===== src/rtl/ysyx_23060286_ifu.sv =====
// Instruction fetch unit: owns the PC and fetches one word per PC over an AXI4-Lite-style AR/R
// channel. Optional read timeout is enabled by defining YSYX_23060286_IFU_TIMEOUT_EN.
module ysyx_23060286_ifu #(
    parameter logic [31:0] RESET_PC = 32'h8000_0000,
    parameter int unsigned TIMEOUT  = 255
) (
    input  logic        clk,
    input  logic        rst,
    input  logic [31:0] pc_next,
    input  logic        pc_update,
    output logic [31:0] pc,
    output logic [31:0] araddr,
    output logic        arvalid,
    input  logic        arready,
    input  logic [31:0] rdata,
    input  logic [1:0]  rresp,
    input  logic        rvalid,
    output logic        rready,
    output logic [31:0] inst,
    output logic        inst_valid,
    input  logic        inst_ready,
    output logic        fetch_err,
    output logic [1:0]  err_cause
);

    typedef enum logic [2:0] {
        StBoot,
        StAddr,
        StData,
        StValid,
        StExec,
        StErr
    } state_e;

    localparam logic [1:0] CauseNone     = 2'b00;
    localparam logic [1:0] CauseMisalign = 2'b01;
    localparam logic [1:0] CauseBus      = 2'b10;
    localparam logic [1:0] CauseTimeout  = 2'b11;

    state_e      state_q, state_d;
    logic [31:0] pc_q, pc_d;
    logic [31:0] inst_q, inst_d;
    logic [1:0]  cause_q, cause_d;
    logic        arvalid_q, rready_q, inst_valid_q, fetch_err_q;
    logic        accept;

`ifdef YSYX_23060286_IFU_TIMEOUT_EN
    localparam int unsigned CntW = (TIMEOUT > 255) ? $clog2(TIMEOUT + 1) : 8;

    logic [CntW-1:0] tmo_cnt_q;
    logic            tmo_hit;

    // Hit on the last waiting DATA cycle so ERR is entered after exactly TIMEOUT cycles.
    assign tmo_hit = (tmo_cnt_q == CntW'(TIMEOUT - 1));
`endif

    always_comb begin
        state_d = state_q;
        pc_d    = pc_q;
        inst_d  = inst_q;
        cause_d = cause_q;
        accept  = 1'b0;

        case (state_q)
            StBoot: state_d = StAddr;
            StAddr: begin
                if (arready) begin
                    state_d = StData;
                end
            end
            StData: begin
                if (rvalid) begin
                    if (rresp == 2'b00) begin
                        inst_d  = rdata;
                        state_d = StValid;
                    end else begin
                        cause_d = CauseBus;
                        state_d = StErr;
                    end
                end
`ifdef YSYX_23060286_IFU_TIMEOUT_EN
                else if (tmo_hit) begin
                    cause_d = CauseTimeout;
                    state_d = StErr;
                end
`endif
            end
            StValid: begin
                if (inst_ready) begin
                    if (pc_update) begin
                        accept = 1'b1;
                    end else begin
                        state_d = StExec;
                    end
                end
            end
            StExec: begin
                if (pc_update) begin
                    accept = 1'b1;
                end
            end
            StErr:   state_d = StErr;
            default: state_d = StBoot;
        endcase

        // A committed misaligned target is still loaded so the faulting PC is visible.
        if (accept) begin
            pc_d = pc_next;
            if (pc_next[1:0] != 2'b00) begin
                cause_d = CauseMisalign;
                state_d = StErr;
            end else begin
                state_d = StAddr;
            end
        end
    end

    always_ff @(posedge clk or negedge rst) begin
        if (!rst) begin
            state_q      <= StBoot;
            pc_q         <= RESET_PC;
            inst_q       <= 32'h0;
            cause_q      <= CauseNone;
            arvalid_q    <= 1'b0;
            rready_q     <= 1'b0;
            inst_valid_q <= 1'b0;
            fetch_err_q  <= 1'b0;
`ifdef YSYX_23060286_IFU_TIMEOUT_EN
            tmo_cnt_q    <= '0;
`endif
        end else begin
            state_q      <= state_d;
            pc_q         <= pc_d;
            inst_q       <= inst_d;
            cause_q      <= cause_d;
            arvalid_q    <= (state_d == StAddr);
            rready_q     <= (state_d == StData);
            inst_valid_q <= (state_d == StValid);
            fetch_err_q  <= (state_d == StErr);
`ifdef YSYX_23060286_IFU_TIMEOUT_EN
            if (state_q != StData) begin
                tmo_cnt_q <= '0;
            end else if (!rvalid) begin
                tmo_cnt_q <= tmo_cnt_q + 1'b1;
            end
`endif
        end
    end

    assign pc         = pc_q;
    assign araddr     = pc_q;
    assign arvalid    = arvalid_q;
    assign rready     = rready_q;
    assign inst       = inst_q;
    assign inst_valid = inst_valid_q;
    assign fetch_err  = fetch_err_q;
    assign err_cause  = cause_q;

`ifndef SYNTHESIS
    a_timeout_cfg: assert property (@(posedge clk) TIMEOUT != 0);

    a_ar_hold: assert property (@(posedge clk) disable iff (!rst)
        arvalid && !arready |=> arvalid && $stable(araddr));

    a_out_onehot: assert property (@(posedge clk) disable iff (!rst)
        $onehot0({arvalid, rready, inst_valid, fetch_err}));

    a_err_sticky: assert property (@(posedge clk) disable iff (!rst)
        fetch_err |=> fetch_err && $stable(err_cause) && $stable(pc));
`endif

endmodule


===== config.mk =====
export PLATFORM = sky130hd
export DESIGN_NAME = ysyx_23060286_ifu
export DESIGN_NICKNAME = d
export VERILOG_FILES = /design/src/rtl/ysyx_23060286_ifu.sv
export SDC_FILE = /design/constraint.sdc
export NUM_CORES = 1
export LEC_CHECK = 0
export ABC_AREA = 1
export CORE_ASPECT_RATIO = 1.4
export CORE_MARGIN = 2
export CORE_UTILIZATION = 30
export CTS_CLUSTER_DIAMETER = 200
export DETAILED_ROUTE_END_ITERATION = 16
export GPL_TIMING_DRIVEN = 0
export PLACE_DENSITY = 0.74
export REMOVE_ABC_BUFFERS = 1
export SETUP_SLACK_MARGIN = 0.5
export SYNTH_ARGS = -nofsm -noshare
export SYNTH_HDL_FRONTEND = slang
export SYNTH_SLANG_ARGS = --single-unit
export TNS_END_PERCENT = 20

===== constraint.sdc =====
create_clock -name clk -period 1.3 [get_ports clk]
set_input_delay 0.26 -clock clk [delete_from_list [all_inputs] [get_ports clk]]
set_output_delay 0.26 -clock clk [all_outputs]
set_load 0.01 [all_outputs]

Word level (Yosys, flattened, before mapping). Index checks and enable logic that the tools add are counted.

Word-level logic and storage cells: 37. Output and inout port bits: 102. Bits in registers: 73. Input bits: 72.

Muxes and demuxes: 16. Reductions and logical operators: 4. Equal/unequal tests: 9.

Operator list (count): $mux 3 (7); $pmux 3 s6 (1); $eq 3x2->1 const B (4); $mux 2 (5); $eq 3x3->1 const B (3); $eq 3x1->1 const B (2); $logic_not 3->1 (1); $reduce_and 3->1 (1); $logic_not 2->1 (1); $mux 1 (2); $pmux 1 s2 (1); $reduce_bool 2->1 (1).

Depth between registers and ports, before layout. Gate-level depths: netlist (run 1).

Word-level depth: 6. Depth in mapped cells: 9. Depth with buffers taken out: 8.

Worst setup path before layout (run 1). OpenSTA, ideal clock, no wires.

Kind: register to register. Start point: register state_q[0]. End point: register pc_q[0], in the netlist araddr[0]. Required time: 1.183 ns. Slack: -0.024 ns. Stages on the path, launching flop included: 9. Library setup time: 0.117 ns. Clock period less this slack: 1.324 ns. Data arrival time: 1.207 ns. Path buffers: 2. Path through: dfrtp_1 > buf_4 > nor2_1 > nand3_1 > nand2_2 > inv_2 > buf_2 > nand2_1 > nand2_1.

Longest elaborated chain between the ends: 2. Elaborated cells on any way between the ends: 3. Those cells by class: eq/ne: 2; mux: 1.

Ends and longest elaborated chain: start, declared (RTL line 40) `state_e state_q, state_d;`; start signal, assigned (RTL line 120) `state_q <= StBoot;`; start signal, assigned (RTL line 132) `state_q <= state_d;`; $eq 3x3->1 or $eq 3x2->1 (tied branches) (RTL line 64) `case (state_q)`; $pmux 1 s2 * (RTL line 64); end signal, assigned (RTL line 133) `pc_q <= pc_d;`; end, declared (RTL line 41) `logic [31:0] pc_q, pc_d;`.

Every way passes the cells marked *; elsewhere a longest branch is shown, timed or not. A chain may end at the register's enable or synchronous reset.

Worst setup path after layout (run 1).
Start point: register state_q[2]. End point: register inst_q[6], in the netlist inst[6].

Longest elaborated chain between the ends: 2.

Ends and longest elaborated chain: $eq 3x2->1 (RTL line 64); $reduce_and 3->1 (no line); end signal, assigned (RTL line 134) `inst_q <= inst_d;`; end, declared (RTL line 42) `logic [31:0] inst_q, inst_d;`.

Every way passes these cells.

==> flow_summary_export.csv, run 1 <==
group,metric,value,unit
cts,htree_num_levels,3,
logic_synthesis,synthDistinctLibCells,16,
cells_and_area,fillers,922,
cts,cts_tree,"done",
cells_and_area,instances_no_fill,702,
grt,grtUsageTotal,17.85,%
power,p_sw,0.004581,W
grt,antenna_found_initial,0,
timing,min_period_over_period,111.1,%
critical_path,cp_slowest_stage_delay,0.46,ns
critical_path,cp_max_fo,8,
power,power_density,2148,nW/um^2
timing,tns,-7.361,ns
critical_path,required,1.51,ns
power,p_leak,2.995,nW
logic_synthesis,syn_avg_cell_area,8.435,sq um
drt,viasPerCell,4.513,
flow_run,drv_cap,0,
power,p_int,0.007696,W
logic_synthesis,syn_inst,379,
cells_and_area,drive_above_1_share,42.02,%
critical_path,crit_buf_inv,2,
die,start_util,30.72,%
drt,routed_wl,11.30,mm
die,num_io_pins,174,
critical_path,crit_family,"simple AND/OR/NAND/NOR gates",
logic_synthesis,seq_area_frac_synth,57.18,%
power,power,0.01228,W
logic_synthesis,syn_area,3197,sq um
power,p_clk_share,23.0,%
timing,holdWs,-0.05677,ns
drt,wire_per_inst,16.10,microns
drt,first_pass_iters,4,
timing,setup_violations,70,
power,power_frac_comb,44.4,%
logic_synthesis,synth_warnings,0,
drt,drt-initial-drc-count,68,
timing,rsz0062_at_grt,"true",
placed_design,dp_slack,-2.034,ns
cts,cts_num_sinks,73,
critical_path,cpMostUsedCell,"nand2_8",
drt,route.detailed.drc,0,
placed_design,gp_congestion,0.7575,
placed_design,port-buffer-count,173,
critical_path,end_kind,"register",
grt,grt_max_degree,74,
timing,skew,0.004559,ns
timing,hold_viol,72,
hold_path,hp-class,"in2async",
power,sequentialPowerShare,32.6,%
power,vdd_drop_max,1.040,mV
grt,overflow,0,
cells_and_area,multiInputGateArea,1484,sq um
critical_path,cp_slowest_cell,"dfrtp_2",
placed_design,dpl_cell_area,4810,sq um
drt,vias,3168,
timing,clock.fmax,692.2,MHz
die,core,10410,sq um
die,fp.dieH,126.1,microns
cts,clock_latency,0.33,ns
die,die-width,91.25,microns
grt,grt_pass1_vias,3183,
cts,ctsHoldBuffers,0,
die,row_count,44,
timing,slew_viol_final,0,
timing,setup_ws,-0.1447,ns
status,violations,"hold timing, setup timing",
timing,finalCriticalPeriod,1.445,ns
cells_and_area,antenna_cells,0,
cts,cts_buffer_depth,2,
placed_design,dp_cells,643,
critical_path,crit_chain,"inv_4 > nand2_8 > nor3_4 > buf_12 > nand2_8 > nand2_2 > nand2_1",
logic_synthesis,synth.top_cell.area_share,56.36,%
logic_synthesis,synth_top_cell_by_area,"dfrtp_1",
grt,grt_first_pass_wirelength,16.03,mm
status,status,"finished, violations left",
critical_path,path_class,"reg2reg",
logic_synthesis,synthTopCellsByArea,"dfrtp_1 (56%), nand2_1 (22%), buf_4 (7.7%)",
critical_path,crit_arrival,1.66,ns
timing,worst_slew_pin_slew,0.6603,ns
die,dieArea,11510,sq um
placed_design,dpl.hpwl,5.965,mm
logic_synthesis,ys_seq_elements,73,
drt,ant_nets,0,
timing,max_slew_margin,55.98,%
cells_and_area,fin_area,5715,sq um
critical_path,crit_path_start_kind,"register",
cells_and_area,regArea,1832,sq um
cells_and_area,nNetsFinal,631,
cts,cts_buffers,9,
cts,clockRootBuffer,"clkbuf_16",
power,switching_share,37.31,%
cells_and_area,syn_to_final_growth,78.79,%
cts,clk_pin_slew_worst_paths,0.06,ns
## flip-flops by register name (all words and copies together) (netlist names)
name and cells:
arvalid 1, araddr 32, inst 32, err_cause 2, fetch_err 1, state_q 3, inst_valid 1, rready 1
## Yosys cell counts
| master | number |
|---|---|
| a21oi_1 | 1 |
| buf_2 | 12 |
| buf_4 | 33 |
| clkbuf_1 | 3 |
| dfrtp_1 | 72 |
| dfstp_2 | 1 |
| inv_1 | 10 |
| inv_2 | 2 |
| nand2_1 | 184 |
| nand2_2 | 2 |
| nand3_1 | 40 |
| nand3_2 | 1 |
| nand4_1 | 2 |
| nor2_1 | 14 |
| nor3_4 | 1 |
| o21ai_0 | 1 |
## cell type report
cell class	instances	area share, %
flip-flops and latches	73	32.05
repair buffers	204	30.63
multi-input cells	254	25.96
clock buffers	10	4.181
well taps	138	3.021
clock inverters	6	1.839
inverters	12	1.292
repair inverters	5	1.029
## power groups by stage
stage                     registers, W  logic, W  clock network [W]
after detailed placement       0.00390   0.00504                  0
after CTS                      0.00392   0.00477            0.00289
after floorplan                0.00447   0.00117                  0
final                          0.00401   0.00545            0.00282
after global routing           0.00414   0.00590            0.00298
after global placement         0.00388   0.00493                  0
## layout by cell type, fill, tap and decap left out, drive strengths merged
cell / instances
a21oi: 1
buf: 124
bufinv: 3
clkbuf: 12
clkdlybuf4s50: 70
clkinv: 5
dfrtp: 72
dfstp: 1
dlygate4sd2: 8
inv: 15
nand2: 193
nand3: 41
nand4: 2
nor2: 14
nor3: 2
o21ai: 1
## stage by stage
step                hold WS [ns]  utilization (%)
floorplan               -0.03559                -
global placement          0.4533            45.96
detailed placement        0.4584            46.22
CTS                       0.1003            50.93
global route            0.005888            54.93
finish                  -0.05677            54.93
## metal layers
layer	wire [microns]	part of all wire, %	GRT usage (%)
met1	4063	36	19.73
met2	6435	57	33.16
met3	641	5.7	4.127
met4	161	1.4	6.239
met5	0	0	0
## cells by family (layout without fill, tap and decap cells)
group / Yosys count / count (layout) / share of synthesized area [%]
buffers and inverters: 60 / 237 / 11.39
DFF: 73 / 73 / 57.18
AOI/OAI and AO/OA: 2 / 2 / 0.3128
and+or+nand+nor: 244 / 252 / 31.12
## final timing paths
check	cells past startpoint	to	start	slack (ns)
max	7	inst[6]	state_q[2]	-0.14
min	1	araddr[15]	rst	-0.06
max reg2reg	7	inst[6]	state_q[2]	-0.14
min reg2reg	2	inst[20]	inst[20]	0.47
max in group asynchronous	1	state_q[0]	rst	0.89
min in group clk	3	araddr[31]	pc_next[31]	0.44
## what timing repair did
action,in CTS,in global routing
gates cloned,5,10
endpoints found under the setup margin,175,247
setup buffers,21,7
pin swaps,20,21
resized for setup,407,117
Power figures use the tool's default switching activity.
==> run 2, diff against run 1 <==
- CTS_CLUSTER_DIAMETER: 200 -> not set
==> results of run 2 <==
Final layout, timing and power as in run 1 (identical DEF).
==> run 3, diff against run 2 <==
- HOLD_SLACK_MARGIN: not set -> 0.08
- SKIP_LAST_GASP: not set -> 1
==> run 3 against run 2 <==
  * The flow finishes with violations (setup timing)
  * Setup slack better by 0.013 ns
  * Power shrank 3.2%
  * Fmax up 0.93%
  * Utilization rose by 0.11 points
  * Non-clock buffer count down 4
  * Combinational power down 5.7%
  * Largest power group unchanged
==> flow_summary_export.csv, run 3 (synthesis gave the netlist of run 1 again) <==
group,metric,value,unit
status,status,"finished, violations left",
status,violations,"setup timing",
critical_path,timing.rr.start,"state_q[2]",
timing,hold_viol,0,
power,p_leak,3.092,nW
die,die-width,91.25,microns
timing,rsz0062_at_grt,"true",
critical_path,crit_path_start_kind,"register",
cells_and_area,syn_to_final_growth,79.14,%
cells_and_area,layout_commonest_cell,"nand2_1",
drt,viasPerCell,4.484,
critical_path,crit_start,"state_q[2]",
die,start_util,30.72,%
cells_and_area,fillers,933,
drt,route.detailed.drc,0,
critical_path,cp_max_fo,8,
cts,clock_latency,0.33,ns
drt,ant_nets,0,
cells_and_area,antenna_cells,0,
placed_design,gp_congestion,0.7575,
cts,htree_num_levels,3,
timing,slew_viol_final,0,
cells_and_area,nNetsFinal,621,
power,vdd_drop_max,1.034,mV
cts,cts_buffers,9,
die,core,10410,sq um
cells_and_area,final_cell_mix,"nand2_1 (141), dlygate4sd2_1 (99), clkdlybuf4s50_1 (70)",
grt,grt_max_degree,74,
placed_design,dp_cells,643,
cts,clk_pin_slew_worst_paths,0.06,ns
drt,first_pass_iters,4,
timing,setup_violations,66,
timing,clock.fmax,698.6,MHz
placed_design,dpl.hpwl,5.965,mm
cts,cts_num_sinks,73,
placed_design,dp_slack,-2.034,ns
power,power_density,2075,nW/um^2
die,num_io_pins,174,
grt,overflow,0,
flow_run,drv_cap,0,
placed_design,port-buffer-count,173,
die,row_count,44,
cells_and_area,drive_above_1_share,20.22,%
die,dieArea,11510,sq um
timing,holdWs,0.06372,ns
timing,max_slew_margin,39.32,%
critical_path,cp_slowest_stage_delay,0.46,ns
cts,ctsHoldBuffers,0,
critical_path,cp_slowest_cell,"dfrtp_2",
grt,grt_first_pass_wirelength,16.11,mm
grt,antenna_found_initial,0,
timing,skew,0.003839,ns
hold_path,hp-class,"in2async",
timing,finalCriticalPeriod,1.431,ns
drt,wire_per_inst,15.05,microns
die,fp.dieH,126.1,microns
grt,grt_pass1_vias,3212,
cells_and_area,instances_no_fill,692,
critical_path,path_class,"reg2reg",
critical_path,crit_arrival,1.65,ns
drt,drt-initial-drc-count,74,
grt,grtUsageTotal,17.97,%
drt,routed_wl,10.42,mm
critical_path,cpMostUsedCell,"nand2_8",
critical_path,crit_chain,"inv_4 > nand2_8 > nor3_4 > buf_12 > nand2_8 > nand2_2 > nand2_1",
critical_path,required,1.51,ns
cts,cts_buffer_depth,2,
timing,worst_slew_pin_slew,0.9102,ns
cts,cts_tree,"done",
cts,clockRootBuffer,"clkbuf_16",
timing,setup_ws,-0.1314,ns
critical_path,end_kind,"register",
timing,min_period_over_period,110.1,%
drt,vias,3103,
==> run 3: cell count changes in the layout (fill, tap and decap cells not counted), moves of 4 or more <==
cell           previous run  this run
nand2_2                  45        31
nand2_1                 127       141
buf_6                    17         5
buf_2                    84         0
buf_12                   10         6
dlygate4sd2_1             8        99
==> run 3: timing repair <==
action	CTS	global route
gates resized for setup	163	39
endpoints found under the setup margin	175	247
gates cloned	5	3
setup buffers	21	4
pin swaps	12	10
==> run 3: worst paths after layout <==
kind	cells after the start	to	slack, ns
min in group clk	3	araddr[31]	0.44
worst min-delay path	1	araddr[15]	0.06
max in group asynchronous	1	state_q[1]	0.62
worst min register to register	2	inst[20]	0.47
worst max register to register	7	inst[6]	-0.13
worst max-delay path	7	inst[6]	-0.13
==> run 3: critical path, delay by kind of cell (launching register included) <==
kind                   cells  cell delay (ns)
and+or+nand+nor            5             0.54
DFF                        1             0.46
buffers and inverters      2             0.31
==> run 3: power breakdown <==
part	leakage (nW)	total (W)	switching [W]	internal (W)
sequential	0.931	0.00392	0.000711	0.00321
combinational	1.99	0.00514	0.00264	0.00250
clock	0.172	0.00282	0.000902	0.00191
==> run 3: metrics by stage <==
step           total power (W)  area (sq um)  utilization (%)  TNS [ns]
2_1_floorplan         0.005641          2878                -    -53.94
3_3_place_gp          0.008812          4782            45.96   -307.29
3_5_place_dp          0.008949          4810            46.22   -103.05
4_1_cts                0.01167          5514            52.99    -5.023
5_1_grt                0.01264          5727            55.04    -10.77
6_report               0.01188          5727            55.04    -5.462
==> run 3: layout make-up <==
type	count	area (sq um)	share of cell area [%]
clock buffers	10	239.0	4.173
clock inverters	6	105.1	1.835
flip-flops and latches	73	1832	31.99
inverters	12	63.81	1.114
repair buffers	200	1939	33.86
well taps	138	172.7	3.015
multi-input cells	253	1375	24.01
==> run 3: metal layers <==
| metal | vias to the layer above | GRT usage (%) | wire length [microns] |
|---|---|---|---|
| li1 | 1495 | - | - |
| met1 | 1448 | 19.54 | 3908 |
| met2 | 146 | 33.55 | 5599 |
| met3 | 14 | 4.545 | 720 |
| met4 | 0 | 6.150 | 190 |
| met5 | - | 0 | 0 |
